$ cat src/rtl/transmitter_fetch.sv
// Fetch-stage source: owns the PC, splits instruction words into fields and
// assembles two-word immediates. Optional counter enabled by FETCH_PERF_CNT_EN.
module transmitter_fetch #(
    parameter int                ADDR_W   = 8,
    parameter logic [ADDR_W-1:0] RESET_PC = '0
) (
    input  logic              clk_r,
    input  logic              reset_n_r,
    output logic [ADDR_W-1:0] imem_addr_f_t,
    input  logic [31:0]       imem_data_f_t,
    input  logic              stall_f_t,
    input  logic              branch_taken_f_t,
    input  logic [ADDR_W-1:0] branch_target_f_t,
    output logic [4:0]        opcode_out_f_t,
    output logic [3:0]        s1_out_f_t,
    output logic [3:0]        s2_out_f_t,
    output logic [3:0]        dest_out_f_t,
    output logic [31:0]       ime_data_out_f_t,
    output logic              valid_out_f_t,
    output logic [31:0]       instr_count_f_t
);
    localparam logic [4:0] HALT_OP = 5'b01111;

    typedef enum logic [1:0] {FETCH, FETCH_IMM, HALTED} state_t;

    state_t            state;
    logic [ADDR_W-1:0] pc;
    logic [4:0]        pend_opcode;
    logic [3:0]        pend_dest;
    logic [3:0]        pend_s1;
    logic [3:0]        pend_s2;

    logic [4:0] word_opcode;
    logic [3:0] word_dest;
    logic [3:0] word_s1;
    logic [3:0] word_s2;
    logic       word_is_imm;
    logic       word_is_halt;

    assign word_opcode   = imem_data_f_t[31:27];
    assign word_dest     = imem_data_f_t[26:23];
    assign word_s1       = imem_data_f_t[22:19];
    assign word_s2       = imem_data_f_t[18:15];
    assign word_is_imm   = (word_opcode[4:3] == 2'b11);
    assign word_is_halt  = (word_opcode == HALT_OP);
    assign imem_addr_f_t = pc;

    // Branch beats stall beats normal fetch; a stall holds every register so
    // the receiver re-samples the same instruction.
    always_ff @(posedge clk_r or negedge reset_n_r) begin
        if (!reset_n_r) begin
            state            <= FETCH;
            pc               <= RESET_PC;
            pend_opcode      <= '0;
            pend_dest        <= '0;
            pend_s1          <= '0;
            pend_s2          <= '0;
            opcode_out_f_t   <= '0;
            dest_out_f_t     <= '0;
            s1_out_f_t       <= '0;
            s2_out_f_t       <= '0;
            ime_data_out_f_t <= '0;
            valid_out_f_t    <= 1'b0;
        end else if (branch_taken_f_t) begin
            state            <= FETCH;
            pc               <= branch_target_f_t;
            pend_opcode      <= '0;
            pend_dest        <= '0;
            pend_s1          <= '0;
            pend_s2          <= '0;
            opcode_out_f_t   <= '0;
            dest_out_f_t     <= '0;
            s1_out_f_t       <= '0;
            s2_out_f_t       <= '0;
            ime_data_out_f_t <= '0;
            valid_out_f_t    <= 1'b0;
        end else if (!stall_f_t) begin
            case (state)
                FETCH: begin
                    ime_data_out_f_t <= '0;
                    if (word_is_imm) begin
                        pend_opcode    <= word_opcode;
                        pend_dest      <= word_dest;
                        pend_s1        <= word_s1;
                        pend_s2        <= word_s2;
                        opcode_out_f_t <= '0;
                        dest_out_f_t   <= '0;
                        s1_out_f_t     <= '0;
                        s2_out_f_t     <= '0;
                        valid_out_f_t  <= 1'b0;
                        pc             <= pc + 1'b1;
                        state          <= FETCH_IMM;
                    end else begin
                        opcode_out_f_t <= word_opcode;
                        dest_out_f_t   <= word_dest;
                        s1_out_f_t     <= word_s1;
                        s2_out_f_t     <= word_s2;
                        valid_out_f_t  <= 1'b1;
                        if (word_is_halt) begin
                            state <= HALTED;
                        end else begin
                            pc <= pc + 1'b1;
                        end
                    end
                end
                FETCH_IMM: begin
                    opcode_out_f_t   <= pend_opcode;
                    dest_out_f_t     <= pend_dest;
                    s1_out_f_t       <= pend_s1;
                    s2_out_f_t       <= pend_s2;
                    ime_data_out_f_t <= imem_data_f_t;
                    valid_out_f_t    <= 1'b1;
                    pc               <= pc + 1'b1;
                    state            <= FETCH;
                end
                default: begin
                    opcode_out_f_t   <= '0;
                    dest_out_f_t     <= '0;
                    s1_out_f_t       <= '0;
                    s2_out_f_t       <= '0;
                    ime_data_out_f_t <= '0;
                    valid_out_f_t    <= 1'b0;
                    state            <= HALTED;
                end
            endcase
        end
    end

`ifdef FETCH_PERF_CNT_EN
    logic        issue;
    logic [31:0] count;

    // An issue is any non-stalled, non-branch edge that raises valid.
    assign issue = !branch_taken_f_t && !stall_f_t &&
                   (((state == FETCH) && !word_is_imm) || (state == FETCH_IMM));

    always_ff @(posedge clk_r or negedge reset_n_r) begin
        if (!reset_n_r) begin
            count <= '0;
        end else if (issue && (count != 32'hFFFF_FFFF)) begin
            count <= count + 32'd1;
        end
    end

    assign instr_count_f_t = count;
`else
    assign instr_count_f_t = '0;
`endif

endmodule
$ cat config.mk
export PLATFORM = sky130hd
export DESIGN_NAME = transmitter_fetch
export DESIGN_NICKNAME = d
export VERILOG_FILES = /design/src/rtl/transmitter_fetch.sv
export SDC_FILE = /design/constraint.sdc
export NUM_CORES = 1
export LEC_CHECK = 0
export ABC_AREA = 0
export CAP_MARGIN = 20
export CORE_ASPECT_RATIO = 2
export CORE_MARGIN = 2
export CORE_UTILIZATION = 43
export CTS_CLUSTER_SIZE = 25
export DETAILED_ROUTE_END_ITERATION = 8
export HOLD_SLACK_MARGIN = 0.02
export PLACE_DENSITY = 0.79
export SETUP_SLACK_MARGIN = 0.3
export SLEW_MARGIN = 20
export SYNTH_ARGS = -nofsm -noshare
export SYNTH_HDL_FRONTEND = slang
export SYNTH_SLANG_ARGS = --single-unit
$ cat constraint.sdc
create_clock -name clk_r -period 2.1 [get_ports clk_r]
set_input_delay 0.42 -clock clk_r [delete_from_list [all_inputs] [get_ports clk_r]]
set_output_delay 0.42 -clock clk_r [all_outputs]
set_load 0.05 [all_outputs]
; ---- After elaboration in Yosys (flattened, before gate mapping)
; Index checks and enable logic that the tools add are counted.
[op_classes]
addsub = 1
n_eq_ne = 6
mux = 49
n_reduce_logical = 7
[ops]
columns = operator, n
row1 = 2-to-1 mux 32 bit, 3
row2 = 2-to-1 mux 4 bit, 21
row3 = 2-to-1 mux 5 bit, 7
row4 = 2-to-1 mux 8 bit, 4
row5 = case mux 4 bit (2 select lines), 3
row6 = case mux 8 bit (2 select lines), 1
row7 = case mux 5 bit (2 select lines), 1
row8 = adder 8 x 1 -> 8 bit (second input constant), 1
row9 = 2-to-1 mux 2 bit, 4
row10 = != test 4 bit (second input constant), 2
row11 = AND reduction 3 bit, 2
row12 = == test 5 x 4 -> 1 bit (second input constant), 1
row13 = case mux 2 bit (2 select lines), 1
row14 = nonzero test 2 bit, 2
row15 = 2-to-1 mux 1 bit, 3
row16 = nonzero test 3 bit, 1
row17 = == test 2 x 1 -> 1 bit (second input constant), 1
row18 = == test 2 bit (second input constant), 1
row19 = zero test 2 bit, 1
row20 = != test 2 x 1 -> 1 bit (second input constant), 1
row21 = case mux 1 bit (2 select lines), 1
row22 = AND reduction 2 bit, 1
[word_totals]
register_bits = 77
input_bits = 44
output_inout_bits = 90
wordCells = 75

; ---- Depth between registers and ports, before layout
; Gate-level depths: netlist (run 1).
[logic_depth]
depth_word = 6
ltp_mapped = 6
ltp_nobuf = 5

; ---- Worst setup path before layout (run 1)
; No wires, ideal clock.
[synth_path]
kind = register -> register
start = register pc[2], in the netlist imem_addr_f_t[2]
end = register pc[7], in the netlist imem_addr_f_t[7]
setup_ps = 82
arrival_time_ps = 1715
t_required_ps = 2018
path_slack_ps = 303
path_stages_with_launch = 5
n_path_buf = 0
synth_period_minus_slack_ps = 1797
path_cell_list = dfrtp_1 nand3_1 or2_1 or4_1 a31oi_1
[synth_via]
elab_chain_len = 6
[synth_lines]
columns = item, line_no
row1 = "start, declared", 27  ; logic [ADDR_W-1:0] pc;
row2 = "start signal, assigned", 66  ; pc <= branch_target_f_t;
row3 = "start signal, assigned", 91  ; pc <= pc + 1'b1;
row4 = "start signal, assigned", 102  ; pc <= pc + 1'b1;
row5 = adder 8 x 1 -> 8 bit (*), "91, 102, 113"
row6 = 2-to-1 mux 8 bit, 99  ; if (word_is_halt) begin
row7 = 2-to-1 mux 8 bit, 81  ; if (word_is_imm) begin
row8 = case mux 8 bit (2 select lines) (*), 78  ; case (state)
row9 = 2-to-1 mux 8 bit (*), 77  ; end else if (!stall_f_t) begin
row10 = 2-to-1 mux 8 bit (*), 64  ; end else if (branch_taken_f_t) begin
; Every way passes the cells marked *; elsewhere a longest branch is shown, timed or not. The select of a mux whose other input is x is not followed.
; A chain may end at the register's enable or synchronous reset.

; ---- Worst setup path in the final report (run 1)
[layout_path]
start = input port imem_data_f_t[28]
end = register pc[7], in the netlist imem_addr_f_t[7]
[layout_via]
elab_chain_len = 3
[layout_lines]
columns = item, line_no
row1 = "start, declared", 10  ; input logic [31:0] imem_data_f_t,
row2 = == test 5 x 4 -> 1 bit, 45  ; assign word_is_halt = (word_opcode == HALT_OP);
row3 = != test 4 bit (no source line), --
row4 = AND reduction 3 bit (no source line), --
; No other way between the ends.

==> reports/metrics.yaml, run 1 <==
run_status:
  status: "finished, final reports clean"
critical_path:
  crit_end: "imem_addr_f_t[7]$_DFFE_PN0P_"
  start_kind: "input port"
  cp_slowest_cell: "clkdlybuf4s50_1"
  critPathCaptureType: "register"
  rr_startpoint: "state[0]$_DFFE_PN0P_"
  cp_max_fo: 6
  rr_worst_depth: 5
  max_stage_delay_ns: 0.49
  cpLargestDelayFamily: "simple AND/OR/NAND/NOR gates"
  path_buf_inv: 2
  worstSetupPathType: "input port to register"
  required_ns: 2.35
  crit_arrival_ns: 2.02
  rr_endpoint: "imem_addr_f_t[7]$_DFFE_PN0P_"
  crit_chain: "clkdlybuf4s50_1 > nand4b_1 > o21ai_2 > buf_4 > or4_1 > a31oi_1"
  cp-startpoint: "imem_data_f_t[28]"
  r2r_slack_ns: 0.38
  cp_num_cells: 6
pwr:
  power_frac_seq_pct: 43.0
  p_total_uw: 3770
  p_sw_share_pct: 29.8
  p_int_uw: 2640
  p_clk_share_pct: 37.5
  ir_drop_uv: 463
  p_leak_uw: 0.00238
  power_density_nw_per_um2: 793
  power_frac_comb_pct: 19.5
  p_switching_uw: 1120
synthesis:
  synth_top_cell_area_share_pct: 57.1
  syn-cell-area_um2: 3380
  synth_ff_type: "dfrtp_1"
  synth_most_common_cell: "dfrtp_1"
  yosys_warnings: 0
  ys_async_sr_fraction_pct: 100
  synth_area_leaders: "dfrtp_1 (57%), a22o_1 (8.3%), buf_4 (7.1%)"
  synth_cell_types: 38
  synth_common_cells: "dfrtp_1 (77), nand2_1 (60), o21ai_0 (38)"
  ys_seq_area_share_pct: 57.1
  syn_inst: 322
  synth_edf_count: 0
  synth_top_area_cell: "dfrtp_1"
  synth_seq_cells: 77
  avgSynthCellArea_um2: 10.5
placement:
  dp_hpwl_um: 5890
  port_buffers: 101
  routabilityCongestion: 0.770
  dp_worst_setup_slack_ns: -0.000609
grt:
  grt_pass1_vias: 2815
  grtUsageTotal_pct: 20.7
  grt_max_degree: 44
  grt_pass1_wl_um: 13400
  antenna_found_initial: 0
  overflow: 0
floorplan:
  num_rows: 45
  dieArea_um2: 8620
  die_y_um: 129
  die_w_um: 66.7
  core-area_um2: 7600
  start_util_pct: 44.4
  io_pins: 134
clocking:
  cts_inserted_buffers: 9
  ctsHoldBuffers: 0
  clk_latency_ns: 0.33
  path_clk_slew_ns: 0.05
  cts_tree: "built"
  htreeDepth: 3
  clock_sinks: 77
  clockBufferDepth: 2
  cts_root_buf: "clkbuf_16"
layout:
  fillCellCount: 658
  regArea_um2: 1930
  drive_gt1_share_pct: 10.6
  num-nets-final: 482
  syn_to_final_growth_pct: 40.8
  antennaDiodeCount: 0
  multi_input_area_um2: 1250
route:
  drt-total-wl_um: 8490
  vias: 2827
  wire_per_inst_um: 15.8
  final_antenna_net_count: 0
  routed_via_density: 5.27
  drt_iter0_drc: 192
  drc: 0
  drt_pre_antenna_iters: 4
timing:
  skew_ns: 0.00632
  drv_slew: 0
  period_share_pct: 84.6
  setup_ws_ns: 0.323
  slew_headroom_pct: 61.9
  setup_viol: 0
  layout_min_cycle_time_ns: 1.78
  max_slew.worst_pin.slew_ns: 0.572
  max_clock_freq_mhz: 563
  grt_setup_unrepaired: "true"
  finalHoldViolations: 0
worst_hold_path:
  min_path_type: "input port to async pin"
job:
  cap_violations: 0
[power by group through the flow]
stage	sequential [uW]	clock [uW]	combinational, uW
2_1_floorplan	1810	0	330
3_3_place_gp	1640	0	754
3_5_place_dp	1650	0	765
4_1_cts	1620	1450	734
5_1_grt	1630	1510	784
6_report	1620	1410	736
[registers in the layout (all words and copies together) (netlist names)]
signal and count:
ime_data_out_f_t 32, imem_addr_f_t 8, opcode_out_f_t 5, pend_opcode 5, dest_out_f_t 4, pend_dest 4, pend_s1 4, pend_s2 4
s1_out_f_t 4, s2_out_f_t 4, state 2, valid_out_f_t 1
[placed cells by master (no fill, tap or decap), types with 2 or more instances in the layout]
master	synthesis	layout
nor2_1	5	4
dlygate4sd2_1	0	58
a21oi_1	4	4
clkinv_2	0	3
nor2_2	1	2
xor2_1	2	2
conb_1	1	32
clkbuf_8	0	2
clkbuf_16	0	9
buf_12	0	4
o211ai_1	3	3
o21ai_0	38	38
nor3b_1	2	2
nand2_1	60	60
buf_4	32	20
nand3_1	3	3
nand2b_1	2	2
clkdlybuf4s50_1	0	42
a22o_1	32	32
or4_1	3	3
a31oi_1	3	3
dfrtp_1	77	77
a22oi_1	15	15
or3_1	2	2
[repair_timing]
action,4_1_cts,5_1_grt
resized for setup,58,1
cloned,0,1
pin swaps,0,2
setup endpoints to repair,58,1
setup buffers,0,2
[logic make-up (layout without fill, tap and decap cells)]
logic type	count (synthesis)	after routing	share of synthesized area, %
AOI/OAI and AO/OA	103	103	21.0
and+or+nand+nor	83	83	10.7
DFF	77	77	57.1
buffers and inverters	54	143	9.90
xor gates and xnor gates	2	2	0.519
adders and majority gates	1	1	0.371
other	1	32	0.111
muxes	1	1	0.297
[layout make-up]
type	count	share of cell area (%)
Clock buffer	12	5.40
Tap cell	94	2.47
Clock inverter	4	0.474
Inverter	2	0.158
Sequential cell	77	40.5
Multi-Input combinational cell	222	26.3
Timing Repair Buffer	125	24.6
[layer usage]
metal  wire [um]  global-route usage [%]
met1        3200                    22.9
met2        4470                    35.5
met3         534                    5.12
met4         278                    11.4
met5           0                       0
[per-stage QoR]
stage / instances / setup TNS (ns) / cell area [um2] / util (%) / hold WS (ns)
global route: 536 / 0 / 4750 / 62.5 / 0.126
finish: 536 / 0 / 4750 / 62.5 / 0.0821
floorplan: 353 / 0 / 3490 / - / 0.124
detailed placement: 517 / -0.000609 / 4520 / 59.4 / 0.451
global placement: 517 / 0 / 4520 / 59.4 / 0.443
CTS: 533 / 0 / 4720 / 62.1 / 0.0939
[worst min-delay path by stage]
stage | slack (ns) | to | start
3_5_place_dp | 0.45 | imem_addr_f_t[3]$_DFFE_PN0P_ | reset_n_r
5_1_grt | 0.13 | imem_addr_f_t[3]$_DFFE_PN0P_ | reset_n_r
6_report | 0.08 | imem_addr_f_t[3]$_DFFE_PN0P_ | reset_n_r
4_1_cts | 0.09 | ime_data_out_f_t[17]$_DFFE_PN0P_ | reset_n_r
3_3_place_gp | 0.44 | imem_addr_f_t[3]$_DFFE_PN0P_ | reset_n_r
2_1_floorplan | 0.12 | dest_out_f_t[0]$_DFFE_PN0P_ | reset_n_r
Power figures use the tool's default switching activity.
==> inputs of run 2 (changes only) <==
--- a/config.mk
+++ b/config.mk
@@ -9,11 +9,11 @@
 export CAP_MARGIN = 20
 export CORE_ASPECT_RATIO = 2
 export CORE_MARGIN = 2
-export CORE_UTILIZATION = 43
+export CORE_UTILIZATION = 39
 export CTS_CLUSTER_SIZE = 25
 export DETAILED_ROUTE_END_ITERATION = 8
 export HOLD_SLACK_MARGIN = 0.02
-export PLACE_DENSITY = 0.79
+export PLACE_DENSITY = 0.76
 export SETUP_SLACK_MARGIN = 0.3
 export SLEW_MARGIN = 20
 export SYNTH_ARGS = -nofsm -noshare
==> constraint.sdc (replaced) <==
create_clock -name clk_r -period 1.5 [get_ports clk_r]
set_input_delay 0.3 -clock clk_r [delete_from_list [all_inputs] [get_ports clk_r]]
set_output_delay 0.3 -clock clk_r [all_outputs]
set_load 0.05 [all_outputs]
==> reports/metrics.yaml, run 2 (synthesized netlist as in run 1, its figures left out) <==
route:
  drt_iter0_drc: 301
  vias: 3326
  drc: 0
  final_antenna_net_count: 0
  routed_via_density: 5.54
  wire_per_inst_um: 20.8
  drt-total-wl_um: 12500
  drt_pre_antenna_iters: 5
clocking:
  cts_inserted_buffers: 9
  cts_root_buf: "clkbuf_16"
  path_clk_slew_ns: 0.06
  clockBufferDepth: 2
  clock_sinks: 77
  htreeDepth: 3
  clk_latency_ns: 0.34
  cts_tree: "built"
critical_path:
  critPathCaptureType: "register"
  crit_arrival_ns: 1.70
  cp_max_fo: 8
  path_buf_inv: 3
  required_ns: 1.73
  cpLargestDelayFamily: "buffers and inverters"
  crit_top_cell: "buf_6"
  max_stage_delay_ns: 0.42
  crit_chain: "nor2_4 > buf_6 > a41oi_4 > buf_6 > clkbuf_16 > nand2_4 > o21ai_2"
  worstSetupPathType: "register to register"
  cp_slowest_cell: "dfrtp_2"
  start_kind: "register"
floorplan:
  num_rows: 48
  die_w_um: 69.8
  dieArea_um2: 9460
  die_y_um: 136
  io_pins: 134
  start_util_pct: 39.6
  core-area_um2: 8530
pwr:
  ir_drop_uv: 1190
  p_leak_uw: 0.00293
  power_density_nw_per_um2: 1020
run_status:
  status: "finished, final reports clean"
timing:
  setup_viol: 0
  final.setup.tns_ns: 0
  finalHoldViolations: 0
  skew_ns: 0.00982
  drv_slew: 0
  period_share_pct: 98.4
  layout_min_cycle_time_ns: 1.48
  grt_setup_unrepaired: "true"
  max_clock_freq_mhz: 678
  setup_ws_ns: 0.0246
grt:
  antenna_found_initial: 0
  grt_max_degree: 31
  grt_pass1_vias: 3374
  grtUsageTotal_pct: 24.2
  grt_pass1_wl_um: 17700
  overflow: 0
placement:
  dp_hpwl_um: 7010
  port_buffers: 101
  dp_worst_setup_slack_ns: -0.367
  routabilityCongestion: 0.804
  dp.cells: 535
job:
  cap_violations: 0
layout:
  finalNonFillerCells: 600
  top_register: "ime_data_out_f_t"
  utilization_pct: 75.6
  antennaDiodeCount: 0
  num-nets-final: 540
  final_common_cell: "dfrtp_1"
  drive_gt1_share_pct: 45.2
  layout_common_cells: "dfrtp_1 (68), buf_12 (66), buf_4 (50)"
  syn_to_final_growth_pct: 90.9
  largest_reg_flops: 32
worst_hold_path:
  min_path_type: "input port to async pin"
[run 2: cell types whose count changed in the layout (fill, tap and decap cells not counted), moves of 19 or more]
| cell | before | now |
|---|---|---|
| buf_6 | 0 | 19 |
| dlygate4sd2_1 | 58 | 7 |
| buf_4 | 20 | 50 |
| o21ai_1 | 1 | 23 |
| buf_12 | 4 | 66 |
| o21ai_0 | 38 | 2 |
[run 2: final timing paths]
kind,from,to,slack (ns),cells after the start
worst min register to register,pend_opcode[1]$_DFFE_PN0P_,pend_opcode[1]$_DFFE_PN0P_,0.51,2
max in group asynchronous,reset_n_r,ime_data_out_f_t[20]$_DFFE_PN0P_,0.57,3
worst min-delay path,reset_n_r,imem_addr_f_t[1]$_DFFE_PN0P_,0.41,2
worst max-delay path,state[1]$_DFFE_PN0P_,pend_dest[3]$_DFFE_PN0P_,0.02,7
min in group clk_r,pend_opcode[1]$_DFFE_PN0P_,pend_opcode[1]$_DFFE_PN0P_,0.51,2
worst max register to register,state[1]$_DFFE_PN0P_,pend_dest[3]$_DFFE_PN0P_,0.02,7
[run 2: report_power, final]
group / switching [uW] / internal, uW
registers: 136 / 2190
clock network: 903 / 1720
logic: 882 / 719
total: 1920 / 4630
[run 2: what timing repair did]
action | 4_1_cts | 5_1_grt
buffers inserted | 27 | 17
gates cloned | 3 | 1
hold buffers | 1 | 0
setup endpoints to repair | 135 | 135
endpoints found under the hold margin | 17 | 0
gates resized for setup | 74 | 49
pin swaps | 37 | 30
[run 2: metrics by stage]
step | hold slack, ns | total power, uW | instance area, um2
2_1_floorplan | 0.00441 | 3030 | 3590
3_3_place_gp | 0.196 | 3600 | 5280
3_5_place_dp | 0.200 | 3630 | 5280
4_1_cts | 0.404 | 6380 | 6160
5_1_grt | 0.431 | 6730 | 6440
6_report | 0.415 | 6550 | 6440
[run 2: cell type report]
type                       count  area [um2]
tap                          100         125
clock inverter                 5         106
fill                         476        2080
timing repair buffer         183        2450
multi-input combinational    222        1550
clock buffer                  11         253
inverter                       2        15.0
sequential                    77        1940
[run 2: metal layers]
metal  vias up  GRT usage (%)  wire length (um)
met2       180           44.8              7140
met3        41           3.94               649
li1       1426              -                 -
met4         0           12.0               433
met5         -              0                 0
met1      1679           26.1              4230
[run 2: worst reg2reg max path: stages (launching register included)]
cell and delay (ns):
dfrtp_2 0.42, nor2_4 0.16, buf_6 0.14, a41oi_4 0.17, buf_6 0.19, clkbuf_16 0.17, nand2_4 0.06, o21ai_2 0.05
